--- src/rtl/fp_issue_ctrl.sv ---
// FP issue controller: latches the arbiter-granted request, issues it to the shared FPU,
// and routes the result back. Optional WAIT watchdog enabled by FP_ISSUE_TIMEOUT_EN.
module fp_issue_ctrl #(
    parameter int DATA_W      = 32,
    parameter int OP_W        = 4,
    parameter int TIMEOUT_CYC = 64
) (
    input  logic                clk,
    input  logic                rst_n,
    input  logic [3:0]          req,
    input  logic [4*OP_W-1:0]   req_op,
    input  logic [4*DATA_W-1:0] req_a,
    input  logic [4*DATA_W-1:0] req_b,
    input  logic [3:0]          arb_gnt,
    output logic                busy,
    output logic                fpu_valid,
    input  logic                fpu_ready,
    output logic [OP_W-1:0]     fpu_op,
    output logic [DATA_W-1:0]   fpu_a,
    output logic [DATA_W-1:0]   fpu_b,
    output logic [1:0]          fpu_tag,
    input  logic                fpu_done,
    input  logic [DATA_W-1:0]   fpu_result,
    output logic [3:0]          resp_valid,
    output logic [DATA_W-1:0]   resp_data,
    output logic                resp_err
);
    // state | meaning
    // IDLE  | waiting for a granted, requesting port
    // ISSUE | fpu_valid high, waiting for fpu_ready
    // WAIT  | op accepted by FPU, waiting for fpu_done (or timeout)
    // RESP  | one-cycle resp_valid pulse to the latched requester
    localparam logic [1:0] IDLE  = 2'd0;
    localparam logic [1:0] ISSUE = 2'd1;
    localparam logic [1:0] WAIT  = 2'd2;
    localparam logic [1:0] RESP  = 2'd3;

    logic [1:0]        state;
    logic              gnt_onehot;
    logic              accept;
    logic              timeout;
    logic [1:0]        gnt_idx;
    logic [OP_W-1:0]   sel_op;
    logic [DATA_W-1:0] sel_a;
    logic [DATA_W-1:0] sel_b;

    assign gnt_onehot = (arb_gnt != 4'b0000) && ((arb_gnt & (arb_gnt - 4'd1)) == 4'b0000);
    assign accept     = gnt_onehot && (|(req & arb_gnt));

    always_comb begin
        gnt_idx = 2'd0;
        sel_op  = '0;
        sel_a   = '0;
        sel_b   = '0;
        for (int i = 0; i < 4; i++) begin
            if (arb_gnt[i]) begin
                gnt_idx = 2'(i);
                sel_op  = req_op[i*OP_W +: OP_W];
                sel_a   = req_a[i*DATA_W +: DATA_W];
                sel_b   = req_b[i*DATA_W +: DATA_W];
            end
        end
    end

    assign busy      = (state != IDLE);
    assign fpu_valid = (state == ISSUE);

    always_comb begin
        resp_valid = 4'b0000;
        if (state == RESP) resp_valid[fpu_tag] = 1'b1;
    end

`ifdef FP_ISSUE_TIMEOUT_EN
    localparam int CNT_W = $clog2(TIMEOUT_CYC + 1);
    localparam logic [CNT_W-1:0] TO_VAL = CNT_W'(TIMEOUT_CYC);

    logic [CNT_W-1:0] wait_cnt;
    logic [CNT_W-1:0] wait_cnt_nxt;
    logic             resp_err_q;

    // Expiry is judged on the incremented count so RESP lands TIMEOUT_CYC cycles after WAIT entry.
    assign wait_cnt_nxt = wait_cnt + CNT_W'(1);
    assign timeout      = (state == WAIT) && !fpu_done && (wait_cnt_nxt == TO_VAL);
    assign resp_err     = resp_err_q;

    always_ff @(posedge clk or negedge rst_n) begin
        if (!rst_n) begin
            wait_cnt   <= '0;
            resp_err_q <= 1'b0;
        end else begin
            if (state == ISSUE) wait_cnt <= '0;
            else if (state == WAIT) wait_cnt <= wait_cnt_nxt;
            if (state == WAIT && fpu_done) resp_err_q <= 1'b0;
            else if (timeout) resp_err_q <= 1'b1;
        end
    end
`else
    assign timeout  = 1'b0;
    assign resp_err = 1'b0;
`endif

    always_ff @(posedge clk or negedge rst_n) begin
        if (!rst_n) begin
            state     <= IDLE;
            fpu_op    <= '0;
            fpu_a     <= '0;
            fpu_b     <= '0;
            fpu_tag   <= 2'd0;
            resp_data <= '0;
        end else begin
            case (state)
                IDLE: begin
                    if (accept) begin
                        fpu_tag <= gnt_idx;
                        fpu_op  <= sel_op;
                        fpu_a   <= sel_a;
                        fpu_b   <= sel_b;
                        state   <= ISSUE;
                    end
                end
                ISSUE: if (fpu_ready) state <= WAIT;
                WAIT: begin
                    if (fpu_done) begin
                        resp_data <= fpu_result;
                        state     <= RESP;
                    end else if (timeout) begin
                        resp_data <= '0;
                        state     <= RESP;
                    end
                end
                RESP:    state <= IDLE;
                default: state <= IDLE;
            endcase
        end
    end
endmodule

--- config.mk ---
export PLATFORM = sky130hd
export DESIGN_NAME = fp_issue_ctrl
export DESIGN_NICKNAME = d
export VERILOG_FILES = /design/src/rtl/fp_issue_ctrl.sv
export SDC_FILE = /design/constraint.sdc
export NUM_CORES = 1
export LEC_CHECK = 0
export CAP_MARGIN = 20
export CORE_AREA = 5 5 163 165
export DETAILED_ROUTE_END_ITERATION = 16
export DIE_AREA = 0 0 168 170
export PLACE_DENSITY = 0.57
export REMOVE_ABC_BUFFERS = 1
export SYNTH_ARGS = -nofsm -noshare
export SYNTH_HDL_FRONTEND = slang
export SYNTH_SLANG_ARGS = --single-unit
--- constraint.sdc ---
create_clock -name clk -period 4.5 [get_ports clk]
set_clock_uncertainty 0.1 [all_clocks]
set_input_delay 0.675 -clock clk [delete_from_list [all_inputs] [get_ports clk]]
set_output_delay 0.675 -clock clk [all_outputs]
set_load 0.01 [all_outputs]
==> results of run 1 <==
## Yosys cell counts (2+ instances only)
library cell,count
mux2_2,32
dfrtp_1,104
a21oi_2,30
buf_1,10
nand2_1,4
a221oi_1,68
buf_4,6
nor2_1,131
and3_1,2
inv_1,5
nor2_2,10
ha_1,5
a22oi_1,69
buf_2,8
a21oi_1,42
or4b_1,2
buf_6,5
buf_8,2
clkbuf_1,28
## where the power goes
group	internal (mW)	switching, mW
Clock	0.388	0.385
Combinational	1.49	1.04
Sequential	1.42	0.267
Total	3.30	1.69
## cells by family (layout without fill, tap and decap cells)
group | Yosys count | count (layout) | synth area share, %
adders and majority gates | 5 | 5 | 1.11
AOI/OAI and AO/OA | 211 | 211 | 28.4
buffers and inverters | 64 | 456 | 5.90
muxes | 34 | 34 | 6.76
and+or+nand+nor | 154 | 154 | 11.5
other | 1 | 2 | 0.0664
DFF | 104 | 104 | 46.1
xor gates and xnor gates | 1 | 1 | 0.155
## worst max path at each step
stage                    start   endpoint  slack [ns]  cells past startpoint
CTS                 arb_gnt[1]   fpu_a[7]        1.59                      7
floorplan           arb_gnt[3]  fpu_a[23]       -0.38                      5
finish              arb_gnt[1]  fpu_b[12]        1.56                      7
global route        arb_gnt[1]  fpu_b[25]        1.35                      7
global placement    arb_gnt[1]   fpu_a[1]        1.26                      7
detailed placement  arb_gnt[1]   fpu_a[8]        1.21                      7
## critical path, stage by stage
cell	delay, ns
clkdlybuf4s50_1	0.64
or4b_1	0.46
o311ai_1	0.12
and3_4	0.58
buf_4	0.39
nor2_1	0.08
a21oi_1	0.11
## sequential cells by signal, summed over array words and instances (netlist names)
name / count
fpu_b: 32
fpu_tag: 2
fpu_op: 4
resp_data: 32
fpu_a: 32
state: 2
## area by class of cell
cell class	count	area [sq um]	share of cell area (%)
antenna	1	2.50	0.0241
clock buffer	9	225	2.17
clock inverter	7	62.6	0.602
inverter	5	18.8	0.181
multi-input combinational	406	2730	26.3
sequential	104	2600	25.0
tap	330	413	3.97
timing repair buffer	435	4340	41.7
## per-layer routing
metal,vias up,wire length (um),share of wire (%)
met5,-,13,0.053
met4,2,416,1.7
met3,26,2230,9.1
met2,284,12200,50
met1,2801,9670,39
li1,2926,-,-
## placed cells by master, fill, tap and decap left out, types with 2 or more instances in the layout
cell type        synthesis  routed
a221oi_1                68      68
inv_1                    5       5
nor2_2                  10      10
or4b_1                   2       2
clkbuf_16                0       9
buf_4                    6      12
a21oi_2                 30      30
clkdlybuf4s50_1          0     420
a22oi_1                 69      69
buf_12                   0       2
nor2_1                 131     131
inv_8                    0       2
ha_1                     5       5
a21oi_1                 42      42
mux2_2                  32      32
clkinv_4                 0       3
nand2_1                  4       4
dfrtp_1                104     104
## per-stage QoR
stage / cells / setup slack, ns / cell area, sq um / TNS [ns]
after CTS: 1296 / 1.59 / 10400 / 0
after detailed placement: 1280 / 1.21 / 10100 / 0
final: 1297 / 1.56 / 10400 / 0
after global routing: 1297 / 1.35 / 10400 / 0
after global placement: 1280 / 1.26 / 10100 / 0
after floorplan: 515 / -0.384 / 5330 / -24.13
==> flow_metrics.tcl, run 1 <==
set metrics [dict create \
    status "finished clean" \
    holdBufCountCts 0 \
    clockRootBuffer "clkbuf_16" \
    synth_edf_count 0 \
    holdWs_ns 0.198 \
    synth_top_cell_by_area "dfrtp_1" \
    routed_wl_um 24500 \
    vias 6039 \
    clkTransAtPathRegs_ns 0.08 \
    core_area_sq_um 24900 \
    post-cts-setup-buffers 0 \
    gp_congestion 0.812 \
    reg2reg_depth 6 \
    synth_area_sq_um 5640 \
    async_flop_share_pct 100 \
    drt-vias-per-instance 4.66 \
    finalCriticalPeriod_ns 2.94 \
    numPortBuffers 423 \
    antenna_left 0 \
    timing.fmax_ghz 0.340 \
    clock_sinks 104 \
    p_per_area_nw_per_um2 480 \
    use_met1_pct 18.8 \
    final_layout_size_suffix_gt1_share_pct 11.0 \
    netlist-cell-type-count 30 \
    yosysSeqAreaShare_pct 46.1 \
    drc 0 \
    grt-busiest-layer "met2" \
    total_power_mw 4.99 \
    die_y_um 170 \
    gr-total-overflow 0 \
    grt_start_max_net_pins 69 \
    synth-main-ff-cell "dfrtp_1" \
    critPathArrivalTime_ns 3.11 \
    r2r_end "fpu_b[12]" \
    start_util_pct 22.7 \
    drv_cap 0 \
    nFillCells 2444 \
    avgSynthCellArea_sq_um 9.83 \
    use_met2_pct 28.4 \
    synth_top_area_share_pct 46.1 \
    slew_viol_final 0 \
    yosys-top-cells-area "dfrtp_1 (46%), a221oi_1 (11%), a22oi_1 (9.2%)" \
    drtPass1Iterations 5 \
    ys_warn_count 0 \
    grt_pass1_vias 6124 \
    antenna_found_initial 2 \
    grt_first_pass_wirelength_um 36100 \
    drt-wirelength-per-cell_um 18.9 \
    slew_headroom_pct 40.8 \
    synth-seq-cells 104 \
    start_kind "primary input" \
    clk-insertion-delay-late_ns 0.35 \
    ir_drop_mv 0.251 \
    drtIter0Drc 237 \
    r2r_start "state[1]" \
    cts_buffer_depth 2 \
    cts_buffers 9 \
    leakage_nw 3.98 \
    crit_type "in2reg" \
    cts_resized 0 \
    rows 58 \
    final_hold_viol_count 0 \
    ioPinCount 425 \
    crit_path_end_kind "flop" \
    die-area_sq_um 28600 \
    critPathRequiredTime_ns 4.67 \
    worstHoldPathType "in2async" \
    dp_hpwl_um 19300 \
    cts_tree "built" \
    r2r_setup_slack_ns 2.49 \
    cts_htree_levels 3 \
    final_util_pct 41.8 \
    post-route-period-util_pct 65.3 \
    setup_viol 0 \
    syn_inst 574 \
    fin_nets 1282 \
    crit_fanout 42 \
    areaGrowthSynthToFinish_pct 84.1 \
    use_met3_pct 5.92 \
    fp.dieW_um 168 \
    worstMarginPinSlew_ns 0.888 \
    rsz0062_at_grt "false" \
    grt_usage_pct 16.2 \
]
No activity file was read; power rests on OpenSTA's default activity.
==> run 2: changes to the inputs <==
PLACE_DENSITY = 0.59   (was 0.57)
clock period = 2.4 ns   (was 4.5 ns; I/O delays follow)
==> run 2 against run 1 <==
Net effect:
- largest cell class unchanged
- largest power group unchanged
- die area unchanged
- critical endpoint is now resp_valid[0]
- via count increased by 1.5%
- power up 90%
==> flow_metrics.tcl, run 2 (synthesized netlist as in run 1, its figures left out) <==
set metrics [dict create \
    status "finished clean" \
    drt-vias-per-instance 4.63 \
    core_area_sq_um 24900 \
    finalCriticalPeriod_ns 2.25 \
    crit_path_end_kind "output port" \
    clockRootBuffer "clkbuf_16" \
    ir_drop_mv 0.390 \
    slew_viol_final 0 \
    final_layout_size_suffix_gt1_share_pct 13.3 \
    fin_nets 1309 \
    layout_common_cells "clkdlybuf4s50_1 (420), nor2_1 (131), dfrtp_1 (104)" \
    drt-wirelength-per-cell_um 18.4 \
    drv_cap 0 \
    cts_resized 0 \
    die-area_sq_um 28600 \
    grt_start_max_net_pins 127 \
    areaGrowthSynthToFinish_pct 90.9 \
    wl_met2_um 12300 \
    holdWs_ns 0.265 \
    crit_fanout 4 \
    antenna_found_initial 2 \
    critPathArrivalTime_ns 1.79 \
    post-cts-setup-buffers 0 \
    top_regs "fpu_a: 32 flops, fpu_b: 32 flops, resp_data: 32 flops" \
    start_util_pct 22.7 \
    grt_pass1_vias 6325 \
    tns_ns 0 \
    rows 58 \
    clock_sinks 104 \
    wl_met3_um 2020 \
    p_per_area_nw_per_um2 881 \
    fp.dieW_um 168 \
    die_y_um 170 \
    start_kind "flop" \
    cts_buffers 9 \
    clkTransAtPathRegs_ns 0.08 \
    setup_viol 0 \
    worstHoldPathType "in2async" \
    final_hold_viol_count 0 \
    slew_headroom_pct 63.5 \
    ioPinCount 425 \
    holdBufCountCts 1 \
    leakage_nw 4.16 \
    cts_tree "built" \
    gr-total-overflow 0 \
    wl_met1_um 9670 \
    dp_hpwl_um 19700 \
    cts_buffer_depth 2 \
    layout_commonest_cell "clkdlybuf4s50_1" \
    crit_type "reg2out" \
    cts_htree_levels 3 \
    numPortBuffers 423 \
    post-route-period-util_pct 93.6 \
    vias 6131 \
    top_layer "met5" \
    timing.fmax_ghz 0.445 \
    gp_congestion 0.785 \
    worstMarginPinSlew_ns 0.548 \
    drtIter0Drc 211 \
    drtPass1Iterations 4 \
    critPathRequiredTime_ns 1.94 \
    rsz0062_at_grt "false" \
    antenna_left 0 \
    clk-insertion-delay-late_ns 0.34 \
    grt_first_pass_wirelength_um 36200 \
    grt_usage_pct 16.2 \
    drc 0 \
    routed_wl_um 24400 \
]
[run 2: final cells by class]
class | count | area, sq um
Fill cell | 2448 | 14100
Clock buffer | 9 | 225
Clock inverter | 7 | 63.8
Multi-Input combinational cell | 406 | 2730
Antenna cell | 1 | 2.50
Inverter | 5 | 18.8
Timing Repair Buffer | 462 | 4720
Tap cell | 330 | 413
Sequential cell | 104 | 2600
[run 2: worst paths after layout]
check / startpoint / endpoint / slack (ns) / cells after the start
worst min-delay path: rst_n / resp_data[2] / 0.26 / 2
worst max register to register: state[0] / resp_data[30] / 0.74 / 5
worst max-delay path: state[1] / resp_valid[0] / 0.15 / 3
max in group asynchronous: rst_n / fpu_b[20] / 1.24 / 3
worst min register to register: resp_data[11] / resp_data[11] / 0.41 / 1
min in group clk: arb_gnt[2] / fpu_tag[1] / 0.33 / 3
[run 2: per-layer routing]
metal,up-vias,GRT usage [%]
li1,2977,-
met1,2856,18.9
met2,277,28.8
met3,19,4.90
met4,2,4.55
met5,-,0
[run 2: per-stage QoR]
stage | instance area, sq um | utilization, % | std cells | setup slack [ns] | total power [mW]
2_1_floorplan | 5330 | - | 515 | -2.17 | 5.03
3_3_place_gp | 10500 | 42.1 | 1306 | 0.00567 | 8.08
3_5_place_dp | 10500 | 42.1 | 1306 | -0.0733 | 8.15
4_1_cts | 10800 | 43.3 | 1323 | 0.116 | 9.68
5_1_grt | 10800 | 43.3 | 1324 | 0.0744 | 10.1
6_report | 10800 | 43.3 | 1324 | 0.155 | 9.50
[run 2: power breakdown]
group / internal (mW) / total, mW / switching, mW / leakage [nW]
Combinational: 2.92 / 4.86 / 1.94 / 2.82
Sequential: 2.65 / 3.17 / 0.518 / 1.20
Clock: 0.728 / 1.47 / 0.739 / 0.136
[run 2: worst max-delay path: stages, from the launching register on]
cell and delay [ns]:
dfrtp_1 0.39, ha_1 0.23, nor3b_1 0.24, clkdlybuf4s50_1 0.59
==> run 3: changes to the inputs <==
CTS_CLUSTER_DIAMETER = 40   (was unset)
==> results of run 3 <==
No change in the layout: final DEF, timing and power equal those of run 2.
